==> config.mk <==
export PLATFORM = sky130hd
export DESIGN_NAME = hazard_ctrl
export DESIGN_NICKNAME = d
export VERILOG_FILES = /design/src/rtl/hazard_pkg.sv /design/src/rtl/hazard_ctrl_md_busy_cnt.sv /design/src/rtl/hazard_ctrl.sv
export SDC_FILE = /design/constraint.sdc
export NUM_CORES = 1
export LEC_CHECK = 0
export ABC_AREA = 1
export BUFFER_PORTS_ARGS = -buffer_cell sky130_fd_sc_hd__buf_2
export CORE_ASPECT_RATIO = 0.5
export CORE_MARGIN = 2
export CORE_UTILIZATION = 40
export CTS_CLUSTER_DIAMETER = 80
export DETAILED_ROUTE_END_ITERATION = 12
export MAX_ROUTING_LAYER = met4
export PLACE_DENSITY = 0.66
export SLEW_MARGIN = 40
export SYNTH_ARGS = -nofsm -noshare
export SYNTH_HDL_FRONTEND = slang
export SYNTH_HIERARCHICAL = 1
export SYNTH_SLANG_ARGS = --single-unit
==> constraint.sdc <==
create_clock -name clk -period 2.8 [get_ports clk]
set_input_delay 0.56 -clock clk [delete_from_list [all_inputs] [get_ports clk]]
set_output_delay 0.56 -clock clk [all_outputs]
set_load 0.02 [all_outputs]
==> src/rtl/hazard_pkg.sv <==
// Shared types, constants and scoreboard helpers for the D-stage hazard controller.
package hazard_pkg;

  localparam int unsigned HZ_REG_AW    = 5;
  localparam int unsigned HZ_TW        = 2;
  localparam int unsigned MULT_CYC_DEF = 5;
  localparam int unsigned DIV_CYC_DEF  = 10;
  localparam int unsigned CNT_W_DEF    = 4;

  localparam logic [HZ_TW-1:0] TUSE_NONE = '1;
  localparam logic [HZ_TW-1:0] TNEW_ALU  = HZ_TW'(1);
  localparam logic [HZ_TW-1:0] TNEW_LOAD = HZ_TW'(2);
  localparam logic [HZ_TW-1:0] TNEW_LINK = HZ_TW'(0);

  typedef struct packed {
    logic [HZ_REG_AW-1:0] dst;
    logic [HZ_TW-1:0]     tnew;
  } stage_rec_t;

  // Advance a record one stage: result gets one cycle closer, floor at 0.
  function automatic stage_rec_t rec_age(input stage_rec_t r);
    stage_rec_t o;
    o.dst  = r.dst;
    o.tnew = (r.tnew != '0) ? r.tnew - HZ_TW'(1) : '0;
    return o;
  endfunction

  // True when a source operand needs a value some in-flight stage cannot yet forward.
  function automatic logic src_hazard(input logic [HZ_REG_AW-1:0] src,
                                      input logic [HZ_TW-1:0]     tuse,
                                      input stage_rec_t           e,
                                      input stage_rec_t           m,
                                      input stage_rec_t           w);
    logic hit;
    hit = ((e.dst == src) && (e.tnew > tuse)) ||
          ((m.dst == src) && (m.tnew > tuse)) ||
          ((w.dst == src) && (w.tnew > tuse));
    return (tuse != TUSE_NONE) && (src != '0) && hit;
  endfunction

endpackage

==> src/rtl/hazard_ctrl_md_busy_cnt.sv <==
// Loadable down-counter tracking outstanding multiply/divide latency.
module md_busy_cnt #(
  parameter int unsigned CNT_W = 4
) (
  input  logic             clk,
  input  logic             reset_n,
  input  logic             i_load,
  input  logic [CNT_W-1:0] i_load_val,
  output logic             o_busy
);

  logic [CNT_W-1:0] r_cnt;
  logic             r_busy;
  logic [CNT_W-1:0] w_cnt_nxt;

  always_comb begin
    w_cnt_nxt = r_cnt;
    if (i_load)
      w_cnt_nxt = i_load_val;
    else if (r_cnt != '0)
      w_cnt_nxt = r_cnt - CNT_W'(1);
  end

  // Busy flag registered alongside the count so it is never a decode of the counter.
  always_ff @(posedge clk or negedge reset_n) begin
    if (!reset_n) begin
      r_cnt  <= '0;
      r_busy <= 1'b0;
    end else begin
      r_cnt  <= w_cnt_nxt;
      r_busy <= (w_cnt_nxt != '0);
    end
  end

  assign o_busy = r_busy;

endmodule

==> src/rtl/hazard_ctrl.sv <==
// Tuse/Tnew stall controller: shadow E/M/W destination records plus MDU busy interlock.
module hazard_ctrl
  import hazard_pkg::*;
#(
  parameter int unsigned REG_AW   = HZ_REG_AW,
  parameter int unsigned TW       = HZ_TW,
  parameter int unsigned MULT_CYC = MULT_CYC_DEF,
  parameter int unsigned DIV_CYC  = DIV_CYC_DEF,
  parameter int unsigned CNT_W    = CNT_W_DEF
) (
  input  logic              clk,
  input  logic              reset_n,
  input  logic              d_valid,
  input  logic [REG_AW-1:0] d_rs,
  input  logic [REG_AW-1:0] d_rt,
  input  logic [TW-1:0]     d_tuse_rs,
  input  logic [TW-1:0]     d_tuse_rt,
  input  logic [REG_AW-1:0] d_dst,
  input  logic [TW-1:0]     d_tnew,
  input  logic              d_md_start,
  input  logic              d_md_div,
  input  logic              d_md_use,
  output logic              stall,
  output logic              stall_rs,
  output logic              stall_rt,
  output logic              stall_md,
  output logic              busy
);

  stage_rec_t       r_e;
  stage_rec_t       r_m;
  stage_rec_t       r_w;
  logic             w_busy;
  logic             w_md_load;
  logic [CNT_W-1:0] w_md_val;

  assign stall_rs = d_valid & src_hazard(d_rs, d_tuse_rs, r_e, r_m, r_w);
  assign stall_rt = d_valid & src_hazard(d_rt, d_tuse_rt, r_e, r_m, r_w);
  assign stall_md = d_valid & d_md_use & w_busy;
  assign stall    = stall_rs | stall_rt | stall_md;
  assign busy     = w_busy;

  // A stalled D instruction becomes a bubble in E; older records age toward W.
  always_ff @(posedge clk or negedge reset_n) begin
    if (!reset_n) begin
      r_e <= '0;
      r_m <= '0;
      r_w <= '0;
    end else begin
      r_e <= (d_valid && !stall) ? stage_rec_t'{dst: d_dst, tnew: d_tnew} : '0;
      r_m <= rec_age(r_e);
      r_w <= rec_age(r_m);
    end
  end

  assign w_md_load = d_valid & d_md_start & ~stall;
  assign w_md_val  = d_md_div ? CNT_W'(DIV_CYC) : CNT_W'(MULT_CYC);

  md_busy_cnt #(
    .CNT_W (CNT_W)
  ) u_md_busy_cnt (
    .clk        (clk),
    .reset_n    (reset_n),
    .i_load     (w_md_load),
    .i_load_val (w_md_val),
    .o_busy     (w_busy)
  );

endmodule

==> results of run 1 <==
-- sequential cells by signal (all words and copies together) (netlist names) --
register and cells:
u_md_busy_cnt/o_busy 1, r_w 7, r_e 7, r_m 7, u_md_busy_cnt/r_cnt 4
-- worst max path at each step --
stage | start | endpoint | slack (ns)
2_1_floorplan | d_tuse_rt[1] | u_md_busy_cnt/o_busy | 0.34
3_3_place_gp | d_tuse_rt[1] | u_md_busy_cnt/o_busy | 0.30
3_5_place_dp | d_tuse_rt[1] | u_md_busy_cnt/o_busy | 0.28
4_1_cts | d_tuse_rt[1] | stall | 0.32
5_1_grt | d_tuse_rt[1] | stall | 0.23
6_report | d_tuse_rt[1] | stall | 0.33
-- stage by stage --
stage               cell area, um2  utilization
floorplan                     1780            -
global placement              2010        0.463
detailed placement            2010        0.463
CTS                           2070        0.476
global route                  2070        0.476
finish                        2070        0.476
-- cells by family (layout without fill, tap and decap cells) --
logic type / Yosys count / count (layout) / synth area share
AND/OR/NAND/NOR: 127 / 127 / 0.318
buffers and inverters: 55 / 91 / 0.118
flip-flops: 26 / 26 / 0.366
AO/OA/AOI/OAI: 16 / 16 / 0.0521
adder cells (fa/ha/maj): 13 / 13 / 0.0916
XOR/XNOR: 11 / 11 / 0.0542
-- cell type report --
| type | instances | area (um2) |
|---|---|---|
| Fill cell | 446 | 2270 |
| Multi-Input combinational cell | 167 | 917 |
| Sequential cell | 26 | 651 |
| Inverter | 55 | 209 |
| Timing Repair Buffer | 32 | 163 |
| Tap cell | 57 | 71.3 |
| Clock buffer | 4 | 55.1 |
-- power groups by stage --
stage / Sequential [mW] / Combinational [mW] / Clock (mW)
floorplan: 0.473 / 0.287 / 0
global placement: 0.478 / 0.382 / 0
detailed placement: 0.479 / 0.395 / 0
CTS: 0.473 / 0.397 / 0.252
global route: 0.482 / 0.445 / 0.265
finish: 0.472 / 0.393 / 0.242
-- metal layers --
layer	GRT usage	vias to the layer above	share of wire
met1	0.228	717	0.48
met5	-	-	0
met4	0.0137	0	0.0018
met2	0.288	34	0.47
li1	-	826	-
met3	0.0328	2	0.049
-- worst register-to-register path, delay by kind of cell, from the launching register on --
| kind | cells | cell delay, ns |
|---|---|---|
| and+or+nand+nor | 9 | 0.89 |
| buffers and inverters | 1 | 0.15 |
| adders and majority gates | 1 | 0.30 |
| AOI/OAI and AO/OA | 3 | 0.30 |
| DFF | 1 | 0.43 |
-- cell usage after synthesis --
cell	instances	area share
nand4_1	1	0.0035
inv_1	53	0.11
a21oi_1	7	0.020
dfrtp_1	26	0.37
xor2_1	10	0.049
nand2_1	70	0.15
nand2_2	4	0.014
nand2_4	1	0.0063
inv_2	1	0.0021
nor4_1	1	0.0035
nor3_1	1	0.0028
nor2_2	4	0.014
nor2_1	26	0.055
nand4_4	1	0.012
nand3_2	3	0.017
nand3_1	15	0.042
o211ai_1	1	0.0042
o21ai_1	2	0.0056
o21ai_2	2	0.0099
o21bai_1	1	0.0042
ha_1	13	0.092
inv_4	1	0.0035
xnor2_1	1	0.0049
o21ai_0	3	0.0084
==> reports/metrics.csv, run 1 <==
metric;value;unit
status;finished clean;
RSZ-0062 raised after global routing;false;
Rows;17;
crit start category;primary input;
crit end category;output port;
commonest non-fill, non-tap cells in the layout;70 x nand2_1, 53 x inv_1, 31 x buf_2;
Hold Vio Cnt, Final;0;
post-route setup slack;0.332;ns
layout cells sized above 1;0.187;
crit-path max FO;3;
worst min-delay path class;in2async;
commonest non-fill, non-tap cell in the layout;nand2_1;
drt wl/cell;11.2;um
Longest Clk Path Bufs;2;
Worst Skew;0.00505;ns
Worst R2R End;u_md_busy_cnt/o_busy;
Inserted Clock Buffers;3;
Slew headroom;0.601;
pwr dens;536;nW/um2
Req. time, crit path;2.24;ns
vias in the first global route;1490;
register area share after synthesis;0.366;
gpl congestion;0.833;
Setup Buffers After CTS;0;
r2r setup slk;0.61;ns
post-CTS resize count;0;
CP Depth;11;
crit path cell chain;buf_2, inv_1, ha_1, nand2_1, nand3_1, nor2_1, nand3_1, nand3_1, nand2_1, nand3_1, buf_2;
Mapped Cells;248;
area grow syn2layout;16.3;%
largest net degree at the start of global routing;27;
HPWL after DPL;3140;um
Final setup viols;0;
initial antenna violation count;0;
PortBufs;31;
Slowest cell on crit path;ha_1;
number of diodes;0;
Seq pwr share;0.427;
Starting DRT DRC Count;71;
htree depth;1;
Min Clock Period, post-route;2.47;ns
Distinct cells, synth;24;
non-filler cells, final;341;
die height;51.1;um
Chip Width;98.3;um
P_sw;400;uW
Via density;4.63;
DP Worst Slack;0.284;ns
Nets;325;
dpl cells;337;
TritonCTS clock tree;built;
worst r2r src;r_m[1];
Worst-Margin Slew;0.598;ns
CP peak stage delay;0.26;ns
Hold-fix buffers, CTS;0;
syn_area_per_cell;7.16;um2
Comb power frac;0.355;
Max VDD drop;0.345;mV
internal power;707;uW
clk_lat worst skew;0.27;ns
crit path kind;in2out;
Routed Antenna Nets;0;
final wirelength;3820;um
Clock Sinks;26;
DRC violations left;0;
synthesis-stage register bit count;26;
most used cell, CP;nand3_1;
die area;5020;um2
# IOs;32;
clk slew on worst S/H paths;0.09;ns
Max-Cap Viols;0;
final worst path period share;0.881;
Critical Path AT;1.91;ns
f_max;405;MHz
total power;1.11;mW
Mapped Nets;288;
final worst hold slack;0.288;ns
TNS Setup;0;ns
WP buf/inv;3;
Pre-antenna DRT Iters;4;
Final Max Slew Viols;0;
Leak Pwr;1.23;nW
via count;1579;
initial core utilization;0.409;
global-route wire length before repair;6590;um
Top Family by Delay on Critical Path;simple AND/OR/NAND/NOR gates;
Overflow after GRT;0;
GRT Overall Usage;0.171;
clock share of power;0.219;
Cell Area, Synth;1780;um2
Root Buffer;clkbuf_8;
Core ar.;4340;um2
Sw Share;0.362;
synth warn;6;
reg2reg path depth;14;
Note: power is estimated with default switching activity, not from simulation.
==> run 2, diff against run 1 <==
--- a/config.mk
+++ b/config.mk
@@ -13,7 +13,7 @@
 export CTS_CLUSTER_DIAMETER = 80
 export DETAILED_ROUTE_END_ITERATION = 12
 export MAX_ROUTING_LAYER = met4
-export PLACE_DENSITY = 0.66
+export PLACE_DENSITY_LB_ADDON = 0.3
 export SLEW_MARGIN = 40
 export SYNTH_ARGS = -nofsm -noshare
 export SYNTH_HDL_FRONTEND = slang
==> run 2 against run 1 <==
  * Global-route usage is 0.17 points higher
  * Non-clock buffer count stayed put
  * Utilization is 0.37 points higher
  * Largest cell class unchanged
==> reports/metrics.csv, run 2 (synthesized netlist as in run 1, its figures left out) <==
metric;value;unit;change
Top Metal Used;met3;;was met4
f_max;394;MHz;was 405 MHz
clk_lat worst skew;0.27;ns;about the same
crit-path max FO;3;;unchanged
Chip Width;98.3;um;unchanged
Longest Clk Path Bufs;2;;unchanged
post-CTS resize count;0;;unchanged
biggest regs;r_e: 7 flops, r_m: 7 flops, r_w: 7 flops;;unchanged
TritonCTS clock tree;built;;unchanged
WL met1;1890;um;was 1850 um
FF/Latch Area;651;um2;unchanged
final wirelength;3850;um;was 3820 um
Core ar.;4340;um2;unchanged
Leak Pwr;1.23;nW;about the same
commonest non-fill, non-tap cells in the layout;70 x nand2_1, 53 x inv_1, 31 x buf_2;;unchanged
Max-Cap Viols;0;;unchanged
pwr dens;567;nW/um2;was 536 nW/um2
DRC violations left;0;;unchanged
Slew headroom;0.591;;was 0.601
crit path cell chain;buf_2, inv_1, ha_1, nand2_1, o21ai_0, nor2_1, nand3_1, nand3_1, nand2_1, nand3_1, buf_2;;was buf_2, inv_1, ha_1, nand2_1, nand3_1, nor2_1, nand3_1, nand3_1, nand2_1, nand3_1, buf_2
die area;5020;um2;unchanged
area grow syn2layout;17.2;%;was 16.3%
Routed Antenna Nets;0;;unchanged
Cell Area, Placed;2010;um2;unchanged
Clock Sinks;26;;unchanged
Req. time, crit path;2.24;ns;about the same
Min Clock Period, post-route;2.54;ns;was 2.47 ns
most used cell, CP;nand3_1;;unchanged
final worst path period share;0.907;;was 0.881
worst min-delay path class;in2async;;unchanged
HPWL after DPL;3130;um;was 3140 um
Worst R2R End;u_md_busy_cnt/o_busy;;unchanged
# IOs;32;;unchanged
vias in the first global route;1462;;was 1,490
Setup Buffers After CTS;0;;unchanged
initial antenna violation count;0;;unchanged
multi-input logic area;917;um2;unchanged
global-route wire length before repair;6590;um;unchanged
Worst-Margin Slew;0.614;ns;was 0.598 ns
via count;1580;;was 1,579
GRT Overall Usage;0.173;;was 0.171
Rows;17;;unchanged
crit path kind;in2out;;unchanged
final core occ;0.480;;was 0.476
Inserted Clock Buffers;3;;unchanged
Final Max Slew Viols;0;;unchanged
Hold Vio Cnt, Final;0;;unchanged
Critical Path AT;1.98;ns;was 1.91 ns
Worst Skew;0.00423;ns;was 0.00505 ns
die height;51.1;um;unchanged
clk slew on worst S/H paths;0.09;ns;about the same
PortBufs;31;;unchanged
fin area;2080;um2;was 2070 um2
RSZ-0062 raised after global routing;false;;unchanged
crit end category;output port;;unchanged
met3 wire length;122;um;was 189 um
Root Buffer;clkbuf_8;;unchanged
Starting DRT DRC Count;42;;was 71
status;finished clean;;unchanged
worst r2r src;r_e[1];;was r_m[1]
initial core utilization;0.409;;unchanged
layout cells sized above 1;0.187;;unchanged
Pre-antenna DRT Iters;4;;unchanged
r2r setup slk;0.60;ns;was 0.61 ns
Overflow after GRT;0;;unchanged
htree depth;1;;unchanged
Final setup viols;0;;unchanged
largest net degree at the start of global routing;27;;unchanged
number of fill cells;459;;was 446
drt wl/cell;11.3;um;was 11.2 um
TNS Setup;0;ns;unchanged
routed wl met2;1830;um;was 1780 um
crit start category;primary input;;unchanged
Slowest cell on crit path;ha_1;;unchanged
number of diodes;0;;unchanged
commonest non-fill, non-tap cell in the layout;nand2_1;;unchanged
CP peak stage delay;0.26;ns;about the same
dpl cells;337;;unchanged
Max VDD drop;0.316;mV;was 0.345 mV
non-filler cells, final;341;;unchanged
reg2reg path depth;16;;was 14
Nets;325;;unchanged
gpl congestion;0.851;;was 0.833
Hold-fix buffers, CTS;0;;unchanged
Via density;4.63;;about the same
==> run 2: changes by cell type in the layout (fill, tap and decap cells not counted), sizes merged <==
cell and delta:
clkbuf -1, bufinv +1
==> run 2: how the worst max path moves through the flow <==
| stage | from | endpoint | slack (ns) | cells past startpoint |
|---|---|---|---|---|
| 3_5_place_dp | d_tuse_rt[1] | u_md_busy_cnt/o_busy | 0.28 | 18 |
| 4_1_cts | d_tuse_rt[1] | stall | 0.26 | 11 |
| 6_report | d_tuse_rt[1] | stall | 0.26 | 11 |
| 5_1_grt | d_tuse_rt[1] | stall | 0.19 | 11 |
| 2_1_floorplan | d_tuse_rt[1] | u_md_busy_cnt/o_busy | 0.34 | 16 |
| 3_3_place_gp | d_tuse_rt[1] | u_md_busy_cnt/o_busy | 0.29 | 16 |
==> run 2: stage by stage <==
| step | hold slack, ns | worst slack [ns] | power [mW] |
|---|---|---|---|
| 2_1_floorplan | 0.264 | 0.337 | 0.760 |
| 3_3_place_gp | 0.406 | 0.290 | 0.862 |
| 3_5_place_dp | 0.412 | 0.284 | 0.876 |
| 4_1_cts | 0.304 | 0.263 | 1.19 |
| 5_1_grt | 0.326 | 0.190 | 1.27 |
| 6_report | 0.287 | 0.259 | 1.18 |
==> run 2: critical path, delay by kind of cell <==
family,cells,cell delay [ns]
simple gates,6,0.65
buf+inv,3,0.40
fa+ha+maj,1,0.26
compound gates,1,0.08
==> run 2: area by class of cell <==
class	instances	share of cell area
Multi-Input combinational cell	167	0.441
Sequential cell	26	0.312
Inverter	55	0.100
Timing Repair Buffer	32	0.0781
Tap cell	57	0.0343
Clock buffer	3	0.0198
Clock inverter	1	0.0144
==> run 2: power by group <==
group | total (mW) | switching (mW) | internal, mW
Clock | 0.314 | 0.123 | 0.191
Combinational | 0.395 | 0.241 | 0.154
Sequential | 0.472 | 0.0444 | 0.428
Total | 1.18 | 0.408 | 0.773
==> run 2: layer usage <==
layer  global-route usage  vias up
met5                    -        -
met4               0.0205        0
met3               0.0342        0
met2                0.300       25
met1                0.221      732
li1                     -      823
